### config.mk
export PLATFORM = sky130hd
export DESIGN_NAME = parity_rx
export DESIGN_NICKNAME = d
export VERILOG_FILES = /design/src/rtl/parity_pkg.sv /design/src/rtl/bit_sync.sv /design/src/rtl/parity_rx.sv
export SDC_FILE = /design/constraint.sdc
export NUM_CORES = 1
export LEC_CHECK = 0
export ABC_AREA = 1
export CAP_MARGIN = 20
export CORE_MARGIN = 2
export CORE_UTILIZATION = 48
export DETAILED_ROUTE_END_ITERATION = 10
export PLACE_DENSITY_LB_ADDON = 0.1
export SYNTH_ARGS = -nofsm -noshare
export SYNTH_HDL_FRONTEND = slang
export SYNTH_SLANG_ARGS = --single-unit
### constraint.sdc
create_clock -name clk -period 1.4 [get_ports clk]
set_clock_uncertainty 0.2 [all_clocks]
set_input_delay 0.14 -clock clk [delete_from_list [all_inputs] [get_ports clk]]
set_output_delay 0.14 -clock clk [all_outputs]
set_load 0.05 [all_outputs]
### src/rtl/parity_pkg.sv
// Shared definitions for the parity-protected serial link (receiver and transmitter).
// Holds the FSM state encoding and the frame-format constants.
package parity_pkg;

   typedef enum logic [2:0] {
      IDLE   = 3'd0,
      START  = 3'd1,
      DATA   = 3'd2,
      PARITY = 3'd3,
      STOP   = 3'd4
   } state_t;

   localparam int   DEF_CLKS_PER_BIT = 16;
   localparam int   DEF_DATA_W       = 8;
   localparam int   MAX_DATA_W       = 16;
   localparam logic IDLE_LEVEL       = 1'b1;
   localparam logic START_LEVEL      = 1'b0;
   localparam logic STOP_LEVEL       = 1'b1;

   // Wide enough to index any legal data width (1..16).
   localparam int   IDX_W            = 5;

endpackage

### src/rtl/bit_sync.sv
// Generic two-flop synchroniser for a single asynchronous bit.
// Both flops load PRESET on reset so the output starts at a known level.
module bit_sync #(
   parameter logic PRESET = 1'b1
) (
   input  logic clk,
   input  logic reset,
   input  logic d,
   output logic q
);

   logic meta;

   always_ff @(posedge clk) begin
      if (reset) begin
         meta <= PRESET;
         q    <= PRESET;
      end else begin
         meta <= d;
         q    <= meta;
      end
   end

endmodule

### src/rtl/parity_rx.sv
// Serial frame receiver: start, DATA_W data bits LSB first, XOR parity, stop.
// Deserialises an oversampled line and offers each word with its error flags on valid/ready.
module parity_rx
   import parity_pkg::*;
#(
   parameter int   CLKS_PER_BIT = DEF_CLKS_PER_BIT,
   parameter int   DATA_W       = DEF_DATA_W,
   parameter logic ODD_PARITY   = 1'b0
) (
   input  logic              clk,
   input  logic              reset,
   input  logic              rx_serial,
   output logic [DATA_W-1:0] rx_data,
   output logic              rx_valid,
   input  logic              rx_ready,
   output logic              parity_err,
   output logic              frame_err,
   output logic              overrun,
   output logic              busy,
   output logic [2:0]        fsm_state
);

   localparam int CNT_W = $clog2(CLKS_PER_BIT);
   localparam logic [CNT_W-1:0] HALF_LAST = CNT_W'(CLKS_PER_BIT / 2 - 1);
   localparam logic [CNT_W-1:0] BIT_LAST  = CNT_W'(CLKS_PER_BIT - 1);
   localparam logic [IDX_W-1:0] IDX_LAST  = IDX_W'(DATA_W - 1);

   state_t             state_q, state_d;
   logic [CNT_W-1:0]   cnt_q, cnt_d;
   logic [IDX_W-1:0]   idx_q, idx_d;
   logic               line, line_q, fall;
   logic               sample_data, sample_par, sample_stop;
   logic [DATA_W-1:0]  shift_q;
   logic [DATA_W:0]    shift_in;
   logic               acc_q, perr_q, ferr_q, done_q;

   bit_sync #(.PRESET(IDLE_LEVEL)) u_sync (
      .clk   (clk),
      .reset (reset),
      .d     (rx_serial),
      .q     (line)
   );

   // Only a 1->0 transition starts a frame, so a held-low break cannot retrigger.
   assign fall      = line_q & ~line;
   assign shift_in  = {line, shift_q};
   assign busy      = (state_q != IDLE);
   assign fsm_state = state_q;

   always_ff @(posedge clk) begin
      if (reset) begin
         state_q <= IDLE;
         cnt_q   <= '0;
         idx_q   <= '0;
      end else begin
         state_q <= state_d;
         cnt_q   <= cnt_d;
         idx_q   <= idx_d;
      end
   end

   always_comb begin
      state_d     = state_q;
      cnt_d       = cnt_q + 1'b1;
      idx_d       = idx_q;
      sample_data = 1'b0;
      sample_par  = 1'b0;
      sample_stop = 1'b0;
      case (state_q)
         IDLE: begin
            cnt_d = '0;
            idx_d = '0;
            if (fall) state_d = START;
         end
         START: begin
            if (cnt_q == HALF_LAST) begin
               cnt_d   = '0;
               state_d = (line == START_LEVEL) ? DATA : IDLE;
            end
         end
         DATA: begin
            if (cnt_q == BIT_LAST) begin
               cnt_d       = '0;
               sample_data = 1'b1;
               idx_d       = idx_q + 1'b1;
               if (idx_q == IDX_LAST) state_d = PARITY;
            end
         end
         PARITY: begin
            if (cnt_q == BIT_LAST) begin
               cnt_d      = '0;
               sample_par = 1'b1;
               state_d    = STOP;
            end
         end
         STOP: begin
            // Leaving at mid-stop lets the next start edge be seen immediately.
            if (cnt_q == BIT_LAST) begin
               cnt_d       = '0;
               sample_stop = 1'b1;
               state_d     = IDLE;
            end
         end
         default: state_d = IDLE;
      endcase
   end

   // Handshake: a word transfers on any rising edge where rx_valid && rx_ready; rx_data and
   // flags hold while rx_valid && !rx_ready, and a frame finishing then is dropped (overrun).
   always_ff @(posedge clk) begin
      if (reset) begin
         line_q     <= IDLE_LEVEL;
         shift_q    <= '0;
         acc_q      <= 1'b0;
         perr_q     <= 1'b0;
         ferr_q     <= 1'b0;
         done_q     <= 1'b0;
         rx_data    <= '0;
         rx_valid   <= 1'b0;
         parity_err <= 1'b0;
         frame_err  <= 1'b0;
         overrun    <= 1'b0;
      end else begin
         line_q  <= line;
         done_q  <= sample_stop;
         overrun <= 1'b0;
         if (state_q == IDLE) acc_q <= 1'b0;
         if (sample_data) begin
            shift_q <= shift_in[DATA_W:1];
            acc_q   <= acc_q ^ line;
         end
         if (sample_par)  perr_q <= acc_q ^ line ^ ODD_PARITY;
         if (sample_stop) ferr_q <= (line != STOP_LEVEL);
         if (done_q) begin
            if (!rx_valid || rx_ready) begin
               rx_data    <= shift_q;
               parity_err <= perr_q;
               frame_err  <= ferr_q;
               rx_valid   <= 1'b1;
            end else begin
               overrun <= 1'b1;
            end
         end else if (rx_valid && rx_ready) begin
            rx_valid <= 1'b0;
         end
      end
   end

endmodule

Word level (Yosys, flattened, before mapping)
Cells that the tools add are included.
Widths: inputs -> output; s select.
Operators by class
  add/sub/neg operators: 2
  eq/ne operators: 14
  mux-type cells: 23
  bitwise logic cells: 4
  reduce and logical (&&, ||, !) cells: 14
Operator list (count)
  $mux 3: 6
  $pmux 3 s5: 1
  $ne 2x2->1 const B: 6
  $pmux 4 s3: 1
  $mux 1: 10
  $pmux 5 s2: 1
  $mux 4: 2
  $eq 3x2->1 const B: 2
  $reduce_and 2->1: 3
  $reduce_and 6->1: 1
  $reduce_bool 2->1: 3
  $add 5x1->5 const B: 1
  $eq 5x3->1 const B: 1
  $mux 5: 1
  $add 4x1->4 const B: 1
  $eq 4x3->1 const B: 1
  $eq 4x4->1 const B: 1
  $eq 3x1->1 const B: 1
  $eq 3x3->1 const B: 1
  $logic_not 3->1: 1
  $reduce_bool 3->1: 1
  $reduce_or 3->1: 1
  $mux 2: 1
  $ne 2x1->1 const B: 1
  7 further kinds: 8
Storage, ports and cells
  bits in registers: 39
  input port bits: 4
  output and inout port bits: 16
  logic and storage cells: 73

Logic depth before layout (Yosys ltp)
Gate-level depths: netlist of the first run.
  depth in word-level cells: 4
  gate-level depth with buffers: 9

By module
From an unflattened synthesis of the first run, not the netlist that was laid out.
Unflattened totals
  cells, all modules: 209
  area total of the unflattened synthesis: 1571.5 um2
Modules (own cells, without submodules)
  parity_rx: instances 1, cells an instance 202, area each 1512.7 um2
  bit_sync: instances 1, cells an instance 7, area each 58.8 um2

Worst setup path before layout of the first run
OpenSTA, ideal clock, no wires.
  path type: reg2reg
  from: register state_q[2] (netlist: fsm_state[2])
  to: register idx_q[4]
  library setup time: 116 ps
  data arrival time: 1636 ps
  data required time: 1084 ps
  setup slack: -552 ps
  cell stages (with the launch flop): 6
  cell sequence: dfxtp_1 > nor2_1 > nand2_1 > nand2_4 > a21oi_1 > nor2_1
Between the ends
  cells in the longest elaborated chain, start to end: 3
Ends and longest elaborated chain
  start: declaration: RTL line parity_rx.sv:28  | state_t state_q, state_d;
  start signal: assignment: RTL line parity_rx.sv:56  | state_q <= state_d;
  $eq 3x2->1 or $logic_not 3->1 (tied branches): RTL line parity_rx.sv:69  | case (state_q)
  $ne 2x2->1 (no line) or $reduce_bool 2->1 (tied branches)
  $reduce_and 2->1 (no line)
  end signal: assignment: RTL line parity_rx.sv:58  | idx_q <= idx_d;
  end: declaration: RTL line parity_rx.sv:30  | logic [IDX_W-1:0] idx_q, idx_d;
Several ways; a longest one is shown, not always the timed one.
A chain may end at the register's enable or synchronous reset.

Worst setup path after layout of the first run
  from: register state_q[0] (netlist: fsm_state[0])
  to: register cnt_q[3]
Between the ends
  cells in the longest elaborated chain, start to end: 3
Ends and longest elaborated chain
  $eq 3x3->1 or $eq 3x2->1 (tied branches): RTL line parity_rx.sv:69
  $reduce_or 3->1 (no line)
  $pmux 4 s3 (*): RTL line parity_rx.sv:69
  end signal: assignment: RTL line parity_rx.sv:57  | cnt_q <= cnt_d;
  end: declaration: RTL line parity_rx.sv:29  | logic [CNT_W-1:0] cnt_q, cnt_d;
Every way passes the cells marked *; elsewhere a longest branch is shown, timed or not.

==> results_dict.tcl, run 1 <==
set metrics [dict create \
    dp.final_hpwl_um 2310 \
    antenna_found_initial 0 \
    worstHoldPathCells 2 \
    io_pins 20 \
    synth.top_cell.area_share_pct 49.9 \
    port_buffers 19 \
    dr.first_iter.drc_count 63 \
    dieArea_mm2 0.00373 \
    cp.arrival_ns 1.54 \
    cts.root.buffer_cell "clkbuf_4" \
    p_leak_nw 0.962 \
    numCtsBuffers 5 \
    post-route-util_pct 75.1 \
    ys_ff_latch 39 \
    final_hold_viol_count 0 \
    multi_input_area_um2 811 \
    postRouteAntennaNets 0 \
    rr_startpoint "fsm_state[0]$_SDFFE_PP0P_" \
    fill_cells 234 \
    worstSetupEndpointType "register" \
    rsz0062_at_grt "yes" \
    slew_viol_final 0 \
    path_class "register to register" \
    die_x_um 61.1 \
    startpoint "fsm_state[0]$_SDFFE_PP0P_" \
    period_share_pct 107 \
    timing.hold.ws_ns 0.189 \
    clk_latency_ns 0.33 \
    diodes 0 \
    drive_gt1_share_pct 37.7 \
    drc 0 \
    worst_pin_slew_ns 0.348 \
    postCtsHoldBufs 0 \
    wire_per_inst_um 12.0 \
    grt_pass1_vias 1324 \
    violations "setup timing" \
    tns_ns -0.665 \
    routabilityCongestion 0.791 \
    via_count 1435 \
    layout_min_cycle_time_ns 1.50 \
    ys_warn_count 0 \
    r2r-end "cnt_q[3]$_SDFF_PP0_" \
    r2r.worst_path.cells 5 \
    cts.clk_slew.worst_paths_ns 0.10 \
    grt_max_degree 26 \
    seq_area_um2 800 \
    synth_area_leaders "dfxtp_1 (50%), nor2_1 (13%), o21ai_0 (8.6%), nand2_1 (5.3%), inv_1 (3.4%)" \
    final_nets 249 \
    postPlaceCellArea_mm2 0.00208 \
    cts_htree_levels 2 \
    ys_types 26 \
    reg2reg_slack_ns -0.1 \
    row_count 20 \
    syn_area_mm2 0.00156 \
    syn_avg_cell_area_um2 7.74 \
    ir_worst_vdd_v 0.00108 \
    min-delay-start "rx_serial" \
    drv_cap 0 \
    cts_tree "built" \
    setup_viol 15 \
    core_area_mm2 0.00308 \
    holdPathEnd "u_sync.meta$_SDFF_PP1_" \
    status "finished with violations" \
    async_reset_ff_share_pct 0 \
    fin_ws_ns -0.0978 \
    syn_inst 202 \
    areaGrowthSynthToFinish_pct 47.8 \
    cts_sinks 39 \
    fmax_mhz 668 \
    grt_pass1_wl_um 5690 \
    drt_first_pass_iters 4 \
    design_area_mm2 0.00231 \
    start_util_pct 50.8 \
    ys_seq_area_share_pct 49.9 \
    start_kind "register" \
    synth_edf_count 0 \
    drt-total-wl_um 3450 \
    overflow 0 \
    synth-main-ff-cell "dfxtp_1" \
    yosysTopAreaCell "dfxtp_1" \
    grt_util_all_layers_pct 20.7 \
    syn_nets 208 \
    crit_fanout 5 \
    relSlewSlack_pct 76.6 \
    die_y_um 61.1 \
    required_ns 1.44 \
    ctsLongestPathBuffers 2 \
    viasPerCell 4.98 \
    p_per_area_mw_per_mm2 1370 \
    min_path_type "input port to register" \
]
## cells by family (layout without fill, tap and decap cells)
| kind of cell | Yosys count | in the layout | share of synthesized area [%] |
|---|---|---|---|
| AO/OA/AOI/OAI | 39 | 39 | 13.2 |
| AND/OR/NAND/NOR | 97 | 98 | 27.7 |
| flip-flops | 39 | 39 | 49.9 |
| adder cells (fa/ha/maj) | 2 | 2 | 1.60 |
| buffers and inverters | 23 | 64 | 6.48 |
| XOR/XNOR | 2 | 2 | 1.12 |
## sequential cells by signal (all words and copies together) (netlist names)
name         flops
rx_data          8
shift_q          8
idx_q            5
cnt_q            4
fsm_state        3
acc_q            1
done_q           1
ferr_q           1
frame_err        1
line_q           1
overrun          1
parity_err       1
perr_q           1
rx_valid         1
u_sync.meta      1
u_sync.q         1
## how the worst max path moves through the flow
stage | end | slack [ns] | cells past startpoint
6_report | cnt_q[3]$_SDFF_PP0_ | -0.1 | 5
5_1_grt | cnt_q[0]$_SDFF_PP0_ | -0.24 | 5
4_1_cts | busy | -0.05 | 3
3_5_place_dp | parity_err$_SDFFE_PP0P_ | -0.19 | 6
3_3_place_gp | rx_data[0]$_SDFFE_PP0P_ | -0.16 | 6
2_1_floorplan | idx_q[4]$_SDFFE_PP0P_ | -0.02 | 8
## critical path, cell delays in order (launching register included)
cell and delay (ns):
dfxtp_4 0.39, o21ai_0 0.32, nand3_2 0.16, nand2_1 0.13
a21oi_2 0.06, nor3_1 0.16
## stage by stage
stage	setup WS, ns	instances	total power [mW]
after floorplan	-0.0169	202	1.88
after global placement	-0.159	274	2.34
after detailed placement	-0.192	274	2.37
after CTS	-0.0478	288	3.04
after global routing	-0.237	288	3.31
final	-0.0978	288	3.16
## cell usage after synthesis, drive strengths merged, types with 2 or more instances
cell type / number
nor2: 55
dfxtp: 39
buf: 3
xor2: 2
nor3: 5
o21ai: 27
inv: 17
clkbuf: 2
a21oi: 12
nand2: 26
ha: 2
or2: 2
nand3: 7
## metal layers
layer,track usage [%],share of wire (%),up-vias
met5,0,0,-
met4,6.52,1.4,0
met3,5.04,3.4,7
met2,35.7,50,31
met1,25.6,45,666
li1,-,-,731
## cell type report
class	count	area share (%)
Clock inverter	1	0.216
Timing Repair Buffer	38	22.0
Clock buffer	7	2.38
Multi-Input combinational cell	141	35.1
Sequential cell	39	34.6
Inverter	18	3.35
Tap cell	44	2.38
## cell usage in the layout (no fill, tap or decap), types with 5 or more instances in the layout
cell / count
nor3_1: 5
nand2_2: 8
clkbuf_4: 5
dfxtp_2: 6
inv_1: 12
a21oi_2: 5
o21ai_0: 12
buf_12: 17
a21oi_1: 7
dfxtp_1: 30
nand2_1: 14
nor2_1: 50
buf_4: 17
o21ai_1: 11
## what timing repair did
action / 4_1_cts / 5_1_grt
resized for setup: 26 / 23
setup endpoints to repair: 22 / 33
gates cloned: 1 / 0
pin swaps: 5 / 4
setup buffers: 5 / 0
## power breakdown
group          leakage (nW)  switching, mW  internal, mW
combinational         0.607          0.730         0.605
sequential            0.320         0.0799          1.17
clock                0.0353          0.333         0.244
total                 0.962           1.14          2.02
No activity file was read; power rests on OpenSTA's default activity.
==> inputs of run 2 (changes only) <==
--- a/config.mk
+++ b/config.mk
@@ -10,6 +10,7 @@
 export CORE_MARGIN = 2
 export CORE_UTILIZATION = 48
 export DETAILED_ROUTE_END_ITERATION = 10
+export GPL_ROUTABILITY_DRIVEN = 1
 export PLACE_DENSITY_LB_ADDON = 0.1
 export SYNTH_ARGS = -nofsm -noshare
 export SYNTH_HDL_FRONTEND = slang
==> results of run 2 <==
The final DEF is identical to that of run 1; final timing and power are the same.
==> inputs of run 3 (changes only) <==
--- a/config.mk
+++ b/config.mk
@@ -11,7 +11,7 @@
 export CORE_UTILIZATION = 48
 export DETAILED_ROUTE_END_ITERATION = 10
 export GPL_ROUTABILITY_DRIVEN = 1
-export PLACE_DENSITY_LB_ADDON = 0.1
+export PLACE_DENSITY_LB_ADDON = 0.3
 export SYNTH_ARGS = -nofsm -noshare
 export SYNTH_HDL_FRONTEND = slang
 export SYNTH_SLANG_ARGS = --single-unit
==> results_dict.tcl, run 3 (synthesis gave the netlist of run 1 again) <==
set metrics [dict create \
    slew_viol_final 0 \
    fin_ws_ns -0.0959 \
    final_common_cell "nor2_1" \
    grt_pass1_wl_um 6270 \
    diodes 0 \
    cpPeakStageDelay_ns 0.37 \
    final_nets 259 \
    start_util_pct 50.8 \
    worstHoldPathCells 2 \
    p_leak_nw 1.03 \
    ir_worst_vdd_v 0.00139 \
    dp_slack_ns -0.151 \
    drive_gt1_share_pct 42.5 \
    core_area_mm2 0.00308 \
    dp.cells 276 \
    cts.root.buffer_cell "clkbuf_4" \
    worstSetupEndpointType "register" \
    cts_tree "built" \
    final_cell_mix "nor2_1 (45), dfxtp_1 (30), buf_4 (23)" \
    instances_no_fill 298 \
    relSlewSlack_pct 77.7 \
    areaGrowthSynthToFinish_pct 56.1 \
    rr_startpoint "cnt_q[0]$_SDFF_PP0_" \
    final_hold_viol_count 0 \
    postRouteAntennaNets 0 \
    cts.clk_slew.worst_paths_ns 0.11 \
    drt-total-wl_um 3930 \
    grt_util_all_layers_pct 23.1 \
    power_mw 3.17 \
    wire_per_inst_um 13.2 \
    setup_viol 21 \
    violations "setup timing" \
    drv_cap 0 \
    overflow 0 \
    path_class "register to register" \
    io_pins 20 \
    reg.largest.list "rx_data: 8 flops, shift_q: 8 flops, idx_q: 5 flops" \
    path_common_cell "nand2_4" \
    row_count 20 \
    min-delay-start "rx_serial" \
    crit_slowest_cell "dfxtp_2" \
    start_kind "register" \
    r2r.worst_path.cells 8 \
    routabilityCongestion 0.816 \
    viasPerCell 4.98 \
    postCtsHoldBufs 0 \
    reg2reg_slack_ns -0.1 \
    fill_cells 197 \
    rsz0062_at_grt "yes" \
    crit_fanout 6 \
    dr.first_iter.drc_count 84 \
    cts_htree_levels 2 \
    dp.final_hpwl_um 2320 \
    ctsLongestPathBuffers 2 \
    drt_first_pass_iters 4 \
    seq_area_um2 800 \
    multi_input_area_um2 838 \
    cts_sinks 39 \
    dieArea_mm2 0.00373 \
    via_count 1485 \
    worst_pin_slew_ns 0.334 \
    die_x_um 61.1 \
    p_per_area_mw_per_mm2 1300 \
    status "finished with violations" \
    grt_max_degree 21 \
    fmax_mhz 669 \
    cp.arrival_ns 1.53 \
    clk_latency_ns 0.34 \
    required_ns 1.44 \
    r2r-end "idx_q[3]$_SDFFE_PP0P_" \
    min_path_type "input port to register" \
    antenna_found_initial 0 \
    grt_pass1_vias 1389 \
    holdPathEnd "u_sync.meta$_SDFF_PP1_" \
    numCtsBuffers 5 \
    port_buffers 19 \
    layout_min_cycle_time_ns 1.50 \
    die_y_um 61.1 \
    period_share_pct 107 \
    path_cells "ha_4 > nand2_4 > inv_4 > nand3_4 > nand2_4 > nand2_2 > o21ai_1 > nor2_1" \
    drc 0 \
]
run 3: changes by cell type in the layout (fill, tap and decap cells not counted), moves of 4 or more:
cell and change:
buf_4 +6, nor2_1 -5, nor2_2 +4, o21ai_0 +5
o21ai_1 -5
run 3: layout make-up:
cell class                 instances  share of cell area [%]
tap                               44                    2.26
sequential                        39                    32.8
timing repair buffer              47                    24.4
timing repair inverter             1                   0.666
clock buffer                       7                    1.85
inverter                          18                    3.49
multi-input combinational        141                    34.3
clock inverter                     1                   0.205
run 3: critical path: cells and delay by family, from the launching register on:
kind | cells | cell delay (ns)
AO/OA/AOI/OAI | 1 | 0.14
adder cells (fa/ha/maj) | 1 | 0.16
buffers and inverters | 1 | 0.08
flip-flops | 1 | 0.37
AND/OR/NAND/NOR | 5 | 0.43
run 3: repair_timing:
action                     4_1_cts  5_1_grt
buffers inserted                 9        3
pin swaps                        8       12
setup endpoints to repair       23       33
cloned                           1        1
gates resized for setup         21       39
run 3: layer usage:
| metal | part of all wire [%] | global-route usage (%) | vias up |
|---|---|---|---|
| met4 | 0.94 | 10.6 | 0 |
| met1 | 44 | 31.4 | 683 |
| met2 | 50 | 34.2 | 38 |
| met5 | 0 | 0 | - |
| met3 | 5.0 | 6.30 | 4 |
| li1 | - | - | 760 |
run 3: how the worst max path moves through the flow:
stage / start / to / slack (ns)
2_1_floorplan: cnt_q[0]$_SDFF_PP0_ / idx_q[4]$_SDFFE_PP0P_ / -0.02
3_3_place_gp: reset / shift_q[2]$_SDFFE_PP0P_ / -0.1
3_5_place_dp: cnt_q[0]$_SDFF_PP0_ / idx_q[3]$_SDFFE_PP0P_ / -0.15
4_1_cts: fsm_state[2]$_SDFFE_PP0P_ / busy / -0.04
5_1_grt: cnt_q[0]$_SDFF_PP0_ / idx_q[3]$_SDFFE_PP0P_ / -0.14
6_report: cnt_q[0]$_SDFF_PP0_ / idx_q[3]$_SDFFE_PP0P_ / -0.1
run 3: power breakdown:
| group | internal (mW) | leakage [nW] | switching [mW] | total, mW |
|---|---|---|---|---|
| logic | 0.640 | 0.679 | 0.737 | 1.38 |
| clock network | 0.196 | 0.0293 | 0.351 | 0.547 |
| registers | 1.17 | 0.320 | 0.0761 | 1.25 |
run 3: through the flow:
step	hold slack [ns]	TNS [ns]	cell area, um^2	utilization (%)
floorplan	0.0438	-0.0337	1590	-
finish	0.163	-0.960	2440	79.3
CTS	0.156	-0.208	2300	74.6
global placement	0.205	-2.27	2100	68.2
detailed placement	0.218	-3.18	2100	68.2
global route	0.151	-2.39	2440	79.3
